$ cat src/rtl/sprite_blitter.sv
// Frame renderer for a 1-bpp framebuffer: optional full-screen clear, then
// per-slot sprites from a shared image ROM with clipping, pow2 scaling and transparency.
module sprite_blitter #(
    parameter int HOR_ACTIVE_PIXELS = 640,
    parameter int VER_ACTIVE_PIXELS = 480,
    parameter int SPRITES           = 4,
    parameter int SPRITE_W          = 16,
    parameter int SPRITE_H          = 16,
    parameter int IMAGES            = 4,
    parameter int MAX_SCALE_LOG2    = 2,
    localparam int XW = $clog2(HOR_ACTIVE_PIXELS) + 1,
    localparam int YW = $clog2(VER_ACTIVE_PIXELS) + 1,
    localparam int IW = (IMAGES > 1) ? $clog2(IMAGES) : 1,
    localparam int SW = (MAX_SCALE_LOG2 > 0) ? $clog2(MAX_SCALE_LOG2 + 1) : 1,
    localparam int AW = $clog2(HOR_ACTIVE_PIXELS * VER_ACTIVE_PIXELS),
    localparam int RW = $clog2(IMAGES * SPRITE_W * SPRITE_H)
) (
    input  logic                  clk,
    input  logic                  rst,
    input  logic                  ce,
    input  logic                  start,
    input  logic                  clear_en,
    input  logic                  clear_color,
    input  logic [SPRITES-1:0]    spr_en,
    input  logic [SPRITES-1:0]    spr_opaque,
    input  logic [SPRITES*XW-1:0] spr_x,
    input  logic [SPRITES*YW-1:0] spr_y,
    input  logic [SPRITES*IW-1:0] spr_img,
    input  logic [SPRITES*SW-1:0] spr_scale,
    output logic [RW-1:0]         rom_addr,
    input  logic                  rom_data,
    output logic                  wr_en,
    output logic [AW-1:0]         wr_addr,
    output logic                  wr_data,
    output logic                  busy,
    output logic                  done
);

    localparam int KW = (SPRITES > 1) ? $clog2(SPRITES) : 1;
    localparam int DW = ((SPRITE_W << MAX_SCALE_LOG2) > 1) ? $clog2(SPRITE_W << MAX_SCALE_LOG2) : 1;
    localparam int DH = ((SPRITE_H << MAX_SCALE_LOG2) > 1) ? $clog2(SPRITE_H << MAX_SCALE_LOG2) : 1;
    localparam int HV = HOR_ACTIVE_PIXELS * VER_ACTIVE_PIXELS;
    localparam logic signed [XW:0] H_LIM = (XW+1)'(HOR_ACTIVE_PIXELS);
    localparam logic signed [YW:0] V_LIM = (YW+1)'(VER_ACTIVE_PIXELS);

    typedef enum logic [2:0] {IDLE, CLEAR, SETUP, FETCH, PLOT, FIN} state_t;

    state_t state_reg, state_next;

    logic [KW-1:0] k_reg;
    logic [DW-1:0] dx_reg, w_last_reg;
    logic [DH-1:0] dy_reg, h_last_reg;
    logic [AW-1:0] addr_reg;
    logic          vis_reg;
    logic          clear_color_reg;

    // Descriptor snapshot, one register set per slot, captured when a frame starts
    logic                 slot_en     [SPRITES];
    logic                 slot_opaque [SPRITES];
    logic signed [XW-1:0] slot_x      [SPRITES];
    logic signed [YW-1:0] slot_y      [SPRITES];
    logic [IW-1:0]        slot_img    [SPRITES];
    logic [SW-1:0]        slot_scale  [SPRITES];

    logic load;
    assign load = ce && (state_reg == IDLE) && start;

    genvar gi;
    generate
        for (gi = 0; gi < SPRITES; gi++) begin : g_slot
            logic                 en_reg;
            logic                 opaque_reg;
            logic signed [XW-1:0] x_reg;
            logic signed [YW-1:0] y_reg;
            logic [IW-1:0]        img_reg;
            logic [SW-1:0]        scale_reg;
            logic [SW-1:0]        scale_in;

            assign scale_in = spr_scale[gi*SW +: SW];

            always_ff @(posedge clk) begin
                if (!rst && load) begin
                    en_reg     <= spr_en[gi];
                    opaque_reg <= spr_opaque[gi];
                    x_reg      <= spr_x[gi*XW +: XW];
                    y_reg      <= spr_y[gi*YW +: YW];
                    img_reg    <= spr_img[gi*IW +: IW];
                    scale_reg  <= (scale_in > SW'(MAX_SCALE_LOG2)) ? SW'(MAX_SCALE_LOG2) : scale_in;
                end
            end

            assign slot_en[gi]     = en_reg;
            assign slot_opaque[gi] = opaque_reg;
            assign slot_x[gi]      = x_reg;
            assign slot_y[gi]      = y_reg;
            assign slot_img[gi]    = img_reg;
            assign slot_scale[gi]  = scale_reg;
        end
    endgenerate

    logic signed [XW-1:0] cur_x;
    logic signed [YW-1:0] cur_y;
    logic [SW-1:0]        cur_s;
    assign cur_x = slot_x[k_reg];
    assign cur_y = slot_y[k_reg];
    assign cur_s = slot_scale[k_reg];

    logic last_col, last_row, last_sprite;
    assign last_col    = (dx_reg == w_last_reg);
    assign last_row    = (dy_reg == h_last_reg);
    assign last_sprite = (k_reg == KW'(SPRITES - 1));

    // One extra bit on each position sum so clipping compares can never wrap
    logic signed [XW:0] px_sum;
    logic signed [YW:0] py_sum;
    logic               vis;
    logic [AW-1:0]      addr_calc;
    logic [RW-1:0]      rom_calc;

    assign px_sum = $signed({cur_x[XW-1], cur_x}) + $signed({1'b0, XW'(dx_reg)});
    assign py_sum = $signed({cur_y[YW-1], cur_y}) + $signed({1'b0, YW'(dy_reg)});
    assign vis    = !px_sum[XW] && (px_sum < H_LIM) && !py_sum[YW] && (py_sum < V_LIM);
    assign addr_calc = AW'(py_sum[YW-1:0]) * AW'(HOR_ACTIVE_PIXELS) + AW'(px_sum[XW-1:0]);
    assign rom_calc  = RW'(slot_img[k_reg]) * RW'(SPRITE_W * SPRITE_H)
                     + RW'(dy_reg >> cur_s) * RW'(SPRITE_W)
                     + RW'(dx_reg >> cur_s);

    always_ff @(posedge clk) begin
        if (rst) begin
            state_reg       <= IDLE;
            k_reg           <= '0;
            dx_reg          <= '0;
            dy_reg          <= '0;
            w_last_reg      <= '0;
            h_last_reg      <= '0;
            addr_reg        <= '0;
            vis_reg         <= 1'b0;
            clear_color_reg <= 1'b0;
        end else if (ce) begin
            state_reg <= state_next;
            case (state_reg)
                IDLE: begin
                    if (start) begin
                        addr_reg        <= '0;
                        k_reg           <= '0;
                        clear_color_reg <= clear_color;
                    end
                end
                CLEAR: addr_reg <= addr_reg + AW'(1);
                SETUP: begin
                    if (slot_en[k_reg]) begin
                        dx_reg     <= '0;
                        dy_reg     <= '0;
                        w_last_reg <= DW'((SPRITE_W << cur_s) - 1);
                        h_last_reg <= DH'((SPRITE_H << cur_s) - 1);
                    end else if (!last_sprite) begin
                        k_reg <= k_reg + KW'(1);
                    end
                end
                FETCH: begin
                    vis_reg  <= vis;
                    addr_reg <= addr_calc;
                end
                PLOT: begin
                    if (!last_col) begin
                        dx_reg <= dx_reg + DW'(1);
                    end else begin
                        dx_reg <= '0;
                        if (!last_row)
                            dy_reg <= dy_reg + DH'(1);
                        else if (!last_sprite)
                            k_reg <= k_reg + KW'(1);
                    end
                end
                default: ;
            endcase
        end
    end

    always_comb begin
        state_next = state_reg;
        wr_en      = 1'b0;
        wr_addr    = '0;
        wr_data    = 1'b0;
        rom_addr   = '0;
        busy       = (state_reg != IDLE);
        done       = 1'b0;
        case (state_reg)
            IDLE: begin
                if (start)
                    state_next = clear_en ? CLEAR : SETUP;
            end
            CLEAR: begin
                wr_en   = 1'b1;
                wr_addr = addr_reg;
                wr_data = clear_color_reg;
                if (addr_reg == AW'(HV - 1))
                    state_next = SETUP;
            end
            SETUP: begin
                if (slot_en[k_reg])
                    state_next = FETCH;
                else if (last_sprite)
                    state_next = FIN;
            end
            FETCH: begin
                rom_addr   = rom_calc;
                state_next = PLOT;
            end
            PLOT: begin
                // Address stays on the bus so the ROM output holds through stalls
                rom_addr = rom_calc;
                wr_en    = vis_reg && (slot_opaque[k_reg] || rom_data);
                wr_addr  = addr_reg;
                wr_data  = rom_data;
                if (last_col && last_row)
                    state_next = last_sprite ? FIN : SETUP;
                else
                    state_next = FETCH;
            end
            FIN: begin
                done       = 1'b1;
                state_next = IDLE;
            end
            default: state_next = IDLE;
        endcase
    end

endmodule

$ cat config.mk
export PLATFORM = sky130hd
export DESIGN_NAME = sprite_blitter
export DESIGN_NICKNAME = d
export VERILOG_FILES = /design/src/rtl/sprite_blitter.sv
export SDC_FILE = /design/constraint.sdc
export NUM_CORES = 1
export LEC_CHECK = 0
export BUFFER_PORTS_ARGS = -buffer_cell sky130_fd_sc_hd__buf_2
export CAP_MARGIN = 30
export CELL_PAD_IN_SITES_DETAIL_PLACEMENT = 1
export CELL_PAD_IN_SITES_GLOBAL_PLACEMENT = 2
export CORE_UTILIZATION = 37
export CTS_CLUSTER_SIZE = 10
export DETAILED_ROUTE_END_ITERATION = 10
export GPL_ROUTABILITY_DRIVEN = 0
export PLACE_DENSITY = 0.92
export RECOVER_POWER = 50
export SKIP_CTS_REPAIR_TIMING = 1
export SLEW_MARGIN = 20
export SYNTH_ARGS = -nofsm -noshare
export SYNTH_HDL_FRONTEND = slang
export SYNTH_SLANG_ARGS = --single-unit
$ cat constraint.sdc
create_clock -name clk -period 7.75 [get_ports clk]
set_clock_uncertainty 0.1 [all_clocks]
set_input_delay 0 -clock clk [delete_from_list [all_inputs] [get_ports clk]]
set_output_delay 0 -clock clk [all_outputs]
set_load 0.05 [all_outputs]
Word-level counts from Yosys, hierarchy flattened
Cells that the tools add are included.
{ "classes": {"addsub": 10, "multipliers": 1, "n_lt_le_gt_ge": 7, "n_eq_ne": 17, "n_shift": 3, "n_mux": 45, "n_bitwise": 1, "n_reduce_logical": 27} }
{ "op_table": {"columns": ["operator", "count"], "rows": [
  ["case mux 19 bit (3 select lines)", 1],
  ["two-way mux 19 bit", 2],
  ["two-way mux 10 bit", 3],
  ["two-way mux 6 bit", 4],
  ["case mux 6 bit (2 select lines)", 2],
  ["binary-select mux 11 bit (select 2 bit)", 1],
  ["two-way mux 11 bit", 2],
  ["adder 10 bit", 2],
  ["binary-select mux 10 bit (select 2 bit)", 1],
  ["two-way mux 2 bit", 10],
  ["adder 19 x 1 -> 19 bit (second input constant)", 1],
  ["adder 19 x 11 -> 19 bit", 1],
  ["equality test 19 bit (second input constant)", 1],
  ["two-way mux 3 bit", 6],
  ["case mux 3 bit (5 select lines)", 1],
  ["inequality test 2 bit (second input constant)", 7],
  ["adder 11 x 7 -> 12 bit", 1],
  ["adder 6 x 1 -> 6 bit (second input constant)", 2],
  ["equality test 6 bit", 2],
  ["less-than comparator 12 x 11 -> 1 bit (second input constant)", 1],
  ["multiplier 10 x 3 -> 12 bit (second input constant)", 1],
  ["AND reduction 3 bit", 4],
  ["adder 10 x 7 -> 11 bit", 1],
  ["less-than comparator 11 x 10 -> 1 bit (second input constant)", 1],
  ["other kinds (29)", 53]
]} }
{ "totals": {"ff_bits": 152, "in_bits": 115, "output_inout_bits": 33, "wordCells": 143} }

Depth between registers and ports, before layout
{ "logic_depth": {"word_depth": 9, "depth_mapped": 22, "ltp_nobuf": 19} }

Worst setup path before layout
No wires, ideal clock.
{ "synth_timing": {"path_type": "reg2reg", "startpoint": "register state_reg[0]", "endpoint": "register g_slot[0].en_reg, enable pin", "setup_time_ps": 576, "arrival_ps": 5336, "required_ps": 7074, "slack_ps": 1738, "stages_incl_launch_ff": 5, "n_path_buf": 1, "synth_period_minus_slack_ps": 6012, "path_cell_list": "dfxtp_1 clkbuf_1 nor2_1 nand4b_1 nor2_1"} }
{ "synth_via": {"elab_chain_cells": 4} }
{ "synth_rtl": {"columns": ["element", "line", "rtl"], "rows": [
  ["start, declared", "48", "state_t state_reg, state_next;"],
  ["start signal, assigned", "140", "state_reg <= state_next;"],
  ["zero test 3 bit", "66", "assign load = ce && (state_reg == IDLE) && start;"],
  ["logical AND 1 bit (2 in series)", "66", null],
  ["logical AND 1 bit", "82", "if (!rst && load) begin"],
  ["end signal, assigned", "83", "en_reg <= spr_en[gi];"],
  ["end, declared", "71", "logic en_reg;"]
]} }
No other way between the ends.
A chain may end at the register's enable or synchronous reset.

Worst setup path after layout
{ "layout_timing": {"startpoint": "register k_reg[0]", "endpoint": "register addr_reg[16]"} }
{ "layout_via": {"elab_chain_cells": 8, "word_cells_on_any_way": 12, "classes_between": "add/sub: 3; mul: 1; mux: 7; bitwise: 1"} }
{ "layout_rtl": {"columns": ["element", "line", "rtl"], "rows": [
  ["start, declared", "50", "logic [KW-1:0] k_reg;"],
  ["start signal, assigned", "157", "k_reg <= k_reg + KW'(1);"],
  ["start signal, assigned", "172", "k_reg <= k_reg + KW'(1);"],
  ["NOT 2 -> 3 bit (implied by the code) *", "104, 105", null],
  ["binary-select mux 10 bit (select 2 bit)", "105", "assign cur_y = slot_y[k_reg];"],
  ["two-way mux 10 bit (implied by the code) (2 in series)", "105", null],
  ["adder 10 x 7 -> 11 bit", "121", "assign py_sum = $signed({cur_y[YW-1], cur_y}) + $signed({1'b0, YW'(dy_reg)});"],
  ["multiplier 10 x 3 -> 12 bit", "123", "assign addr_calc = AW'(py_sum[YW-1:0]) * AW'(HOR_ACTIVE_PIXELS) + AW'(px_sum[XW-1:0]);"],
  ["adder 19 x 11 -> 19 bit *", "123", null],
  ["case mux 19 bit (3 select lines) *", "141", "case (state_reg)"],
  ["end signal, assigned", "149", "CLEAR: addr_reg <= addr_reg + AW'(1);"],
  ["end signal, assigned", "162", "addr_reg <= addr_calc;"],
  ["end, declared", "53", "logic [AW-1:0] addr_reg;"]
]} }
Mark *: on every way between the ends. The rest lies on a longest branch, timed or not. The select of a mux whose other input is x is not followed.

==> results.sh <==
export IMPL_outcome="finished with violations"
export IMPL_violations="DRC, hold timing, capacitance limit, slew limit"
export IMPL_grt_use_total_pct=20.5
export IMPL_placement_setup_worst_slack_ps=2540
export IMPL_synth_most_common_cell="sky130_fd_sc_hd__edfxtp_1"
export IMPL_worst_slew_pin_transition_ps=1830
export IMPL_timing_rr_start="k_reg[0]$_SDFFE_PP0P_"
export IMPL_flip_flop_count_of_the_largest_register_after_layout=44
export IMPL_numClockSinks=149
export IMPL_final_period_utilization_pct=69.3
export IMPL_ys_flop_type="sky130_fd_sc_hd__edfxtp_1"
export IMPL_synth_cell_types=61
export IMPL_final_cell_area_um2=11000
export IMPL_worst_skew_pair_late_latency_ps=440
export IMPL_place_detailed_hpwl_um=16500
export IMPL_setup_viol_count_final=0
export IMPL_worstPathBufferInverterCount=1
export IMPL_top_signal_layer_used="met4"
export IMPL_routed_via_count=6911
export IMPL_route_detailed_vias_per_inst=5.44
export IMPL_proportion_of_synthesized_flip_flops_having_asynchronous_set_or_reset_pct=0
export IMPL_netlist_area_leader_share_pct=39.0
export IMPL_antenna_found_initial=0
export IMPL_postPlaceCellArea_um2=9320
export IMPL_post_route_cells_drive_above_1_share_pct=19.5
export IMPL_vdd_ir_drop_max_v=0.000154
export IMPL_dieWidth_um=152
export IMPL_timing_critical_path_slowest_stage_cell="sky130_fd_sc_hd__mux4_2"
export IMPL_core_area_um2=22000
export IMPL_cp_required_ps=7940
export IMPL_syn_mean_instance_area_um2=11.5
export IMPL_ctsLongestPathBuffers=2
export IMPL_drt_initial_drc_count=354
export IMPL_critical_path_top_delay_family="compound AO/OA/AOI/OAI gates"
export IMPL_cts_root_buf="sky130_fd_sc_hd__clkbuf_16"
export IMPL_tritoncts="yes"
export IMPL_critPathArrivalTime_ps=5570
export IMPL_netlist_area_um2=8320
export IMPL_remaining_drc_errors=4
export IMPL_cp_startpoint="k_reg[0]$_SDFFE_PP0P_"
export IMPL_synth_enable_flop_cells=108
export IMPL_startpoint_type="flop"
export IMPL_slew_headroom_pct=-22.4
export IMPL_power_per_cell_area_nw_per_um2=188
export IMPL_hold_worst_slack_ps=-25.1
export IMPL_synthesis_instances=725
export IMPL_cts_clk_slew_worst_paths_ps=70
export IMPL_setup_slack_ps=2380
export IMPL_period_minus_slack_ps=5370
export IMPL_die_area_um2=23100
export IMPL_detail_route_wl_per_cell_um=20.9
export IMPL_antenna_cells=0
export IMPL_timing_hold_violations_final=2
export IMPL_max_freq_ghz=0.186
export IMPL_drt_pass1_iterations=8
export IMPL_crit_type="reg2reg"
export IMPL_met3_routed_length_um=1070
export IMPL_grt_setup_unrepaired="false"
export IMPL_drt_total_wl_um=26500
export IMPL_path_cells="buf_4, mux4_2, ha_1, a211oi_1, o21bai_1, a21oi_1, xor2_1, xnor2_1, ha_1, a211oi_1, nor2_1, nor4_1, nand4_1, xnor2_1, a222oi_1, nor2_1"
export IMPL_leak_pwr_uw=0.00427
export IMPL_die_height_um=152
export IMPL_fin_nets=1136
export IMPL_worst_path_max_fanout=30
export IMPL_grt_overflow_total=0
export IMPL_first_global_vias=6858
export IMPL_net_count_after_synthesis=884
export IMPL_drt_met1_wl_um=11100
export IMPL_drv_cap=1
export IMPL_rows=54
export IMPL_final_antenna_net_count=0
export IMPL_maximum_number_of_pins_on_one_net_before_global_route_repair=88
export IMPL_max_stage_delay_ps=620
export IMPL_synth_top_cells_by_area="sky130_fd_sc_hd__edfxtp_1 39%, sky130_fd_sc_hd__dfxtp_1 9.9%, sky130_fd_sc_hd__mux4_2 6.2%"
export IMPL_num_fill_cells=2326
export IMPL_ffs_latches_synth=149
export IMPL_seq_area_frac_synth_pct=48.8
export IMPL_synth_top_cells_by_count="108 x sky130_fd_sc_hd__edfxtp_1, 86 x sky130_fd_sc_hd__nor2_1, 41 x sky130_fd_sc_hd__dfxtp_1, 39 x sky130_fd_sc_hd__ha_1, 37 x sky130_fd_sc_hd__nand2_1"
export IMPL_placement_io_buffers=147
export IMPL_yosys_warnings=0
export IMPL_hp_start="clear_en"
export IMPL_holdCritPathClass="in2reg"
export IMPL_worst_setup_path_end_kind="flop"
export IMPL_fin_setup_tns_ps=0
export IMPL_area_growth_pct=32.4
export IMPL_timing_max_transition_violations_final=23
export IMPL_wl_met2_um=13700
export IMPL_floorplan_io_pins=148
export IMPL_cts_made_buffers=17
export IMPL_wire_length_of_the_first_global_routing_pass_um=36700
export IMPL_htree_levels=4
export IMPL_initial_core_util_pct=37.9
export IMPL_synth_top_cell_by_area="sky130_fd_sc_hd__edfxtp_1"
## layer usage
layer  GRT usage (%)  up-vias
met3            3.94       40
met2            35.9      195
met1            24.6     3435
met5               0        -
met4            8.50        0
li1                -     3241
## worst reg2reg max path, stage by stage, from the launching register on
cell and delay [ps]:
sky130_fd_sc_hd__dfxtp_2 310, sky130_fd_sc_hd__buf_4 470, sky130_fd_sc_hd__mux4_2 650, sky130_fd_sc_hd__ha_1 320, sky130_fd_sc_hd__a211oi_1 360, sky130_fd_sc_hd__o21bai_1 140
sky130_fd_sc_hd__a21oi_1 350, sky130_fd_sc_hd__xor2_1 400, sky130_fd_sc_hd__xnor2_1 170, sky130_fd_sc_hd__ha_1 400, sky130_fd_sc_hd__a211oi_1 320, sky130_fd_sc_hd__nor2_1 100
sky130_fd_sc_hd__nor4_1 450, sky130_fd_sc_hd__nand4_1 210, sky130_fd_sc_hd__xnor2_1 160, sky130_fd_sc_hd__a222oi_1 250, sky130_fd_sc_hd__nor2_1 70
## report_power, final
group	internal, uW	switching, uW
sequential	883	16.2
clock	465	417
combinational	132	159
## cell type report
type	instances	area (um^2)	area share [%]
inverter	16	60.1	0.545
clock buffer	17	425	3.86
timing repair buffer	261	1860	16.9
multi-input combinational	532	4070	37.0
tap	280	350	3.18
sequential	149	4070	36.9
clock inverter	15	178	1.61
## kinds of logic after synthesis
kind of cell / after synthesis / synth area share, %
simple gates: 240 / 14.5
flops: 149 / 48.8
compound gates: 146 / 11.5
xor+xnor: 59 / 6.30
buf+inv: 44 / 2.17
fa+ha+maj: 44 / 7.07
mux: 43 / 9.63
## final timing paths
| path | end | depth (start not counted) | slack, ps |
|---|---|---|---|
| max | addr_reg[16]$_SDFFE_PP0P_ | 16 | 2380 |
| min | state_reg[0]$_SDFFE_PP0P_ | 5 | -30 |
| max reg2reg | addr_reg[16]$_SDFFE_PP0P_ | 16 | 2380 |
| min reg2reg | clear_color_reg$_SDFFE_PP0P_ | 2 | 420 |
## cell usage in the layout (no fill, tap or decap), types with 15 or more instances in the layout
master	n
sky130_fd_sc_hd__buf_2	126
sky130_fd_sc_hd__and2_1	23
sky130_fd_sc_hd__a211oi_1	16
sky130_fd_sc_hd__nor2_1	86
sky130_fd_sc_hd__o21ai_0	29
sky130_fd_sc_hd__mux4_2	23
sky130_fd_sc_hd__nor2b_1	20
sky130_fd_sc_hd__edfxtp_1	108
sky130_fd_sc_hd__clkbuf_16	17
sky130_fd_sc_hd__dfxtp_1	40
sky130_fd_sc_hd__inv_1	16
sky130_fd_sc_hd__clkbuf_1	20
sky130_fd_sc_hd__nand2_1	37
sky130_fd_sc_hd__a21oi_1	30
sky130_fd_sc_hd__a21o_1	15
sky130_fd_sc_hd__dlygate4sd3_1	110
sky130_fd_sc_hd__xnor2_1	27
sky130_fd_sc_hd__xor2_1	31
sky130_fd_sc_hd__ha_1	39
sky130_fd_sc_hd__a22oi_1	16
## per-stage QoR
stage	hold WS, ps	util, %	std cells	total power [uW]
final	-25.1	50.1	1270	2070
after global routing	28.2	50.1	1270	2130
after CTS	-380	45.2	1159	2020
after detailed placement	78.4	42.4	1127	1160
after global placement	77.6	42.4	1127	1150
after floorplan	-1.13	-	725	1070
No activity file was read; power rests on OpenSTA's default activity.
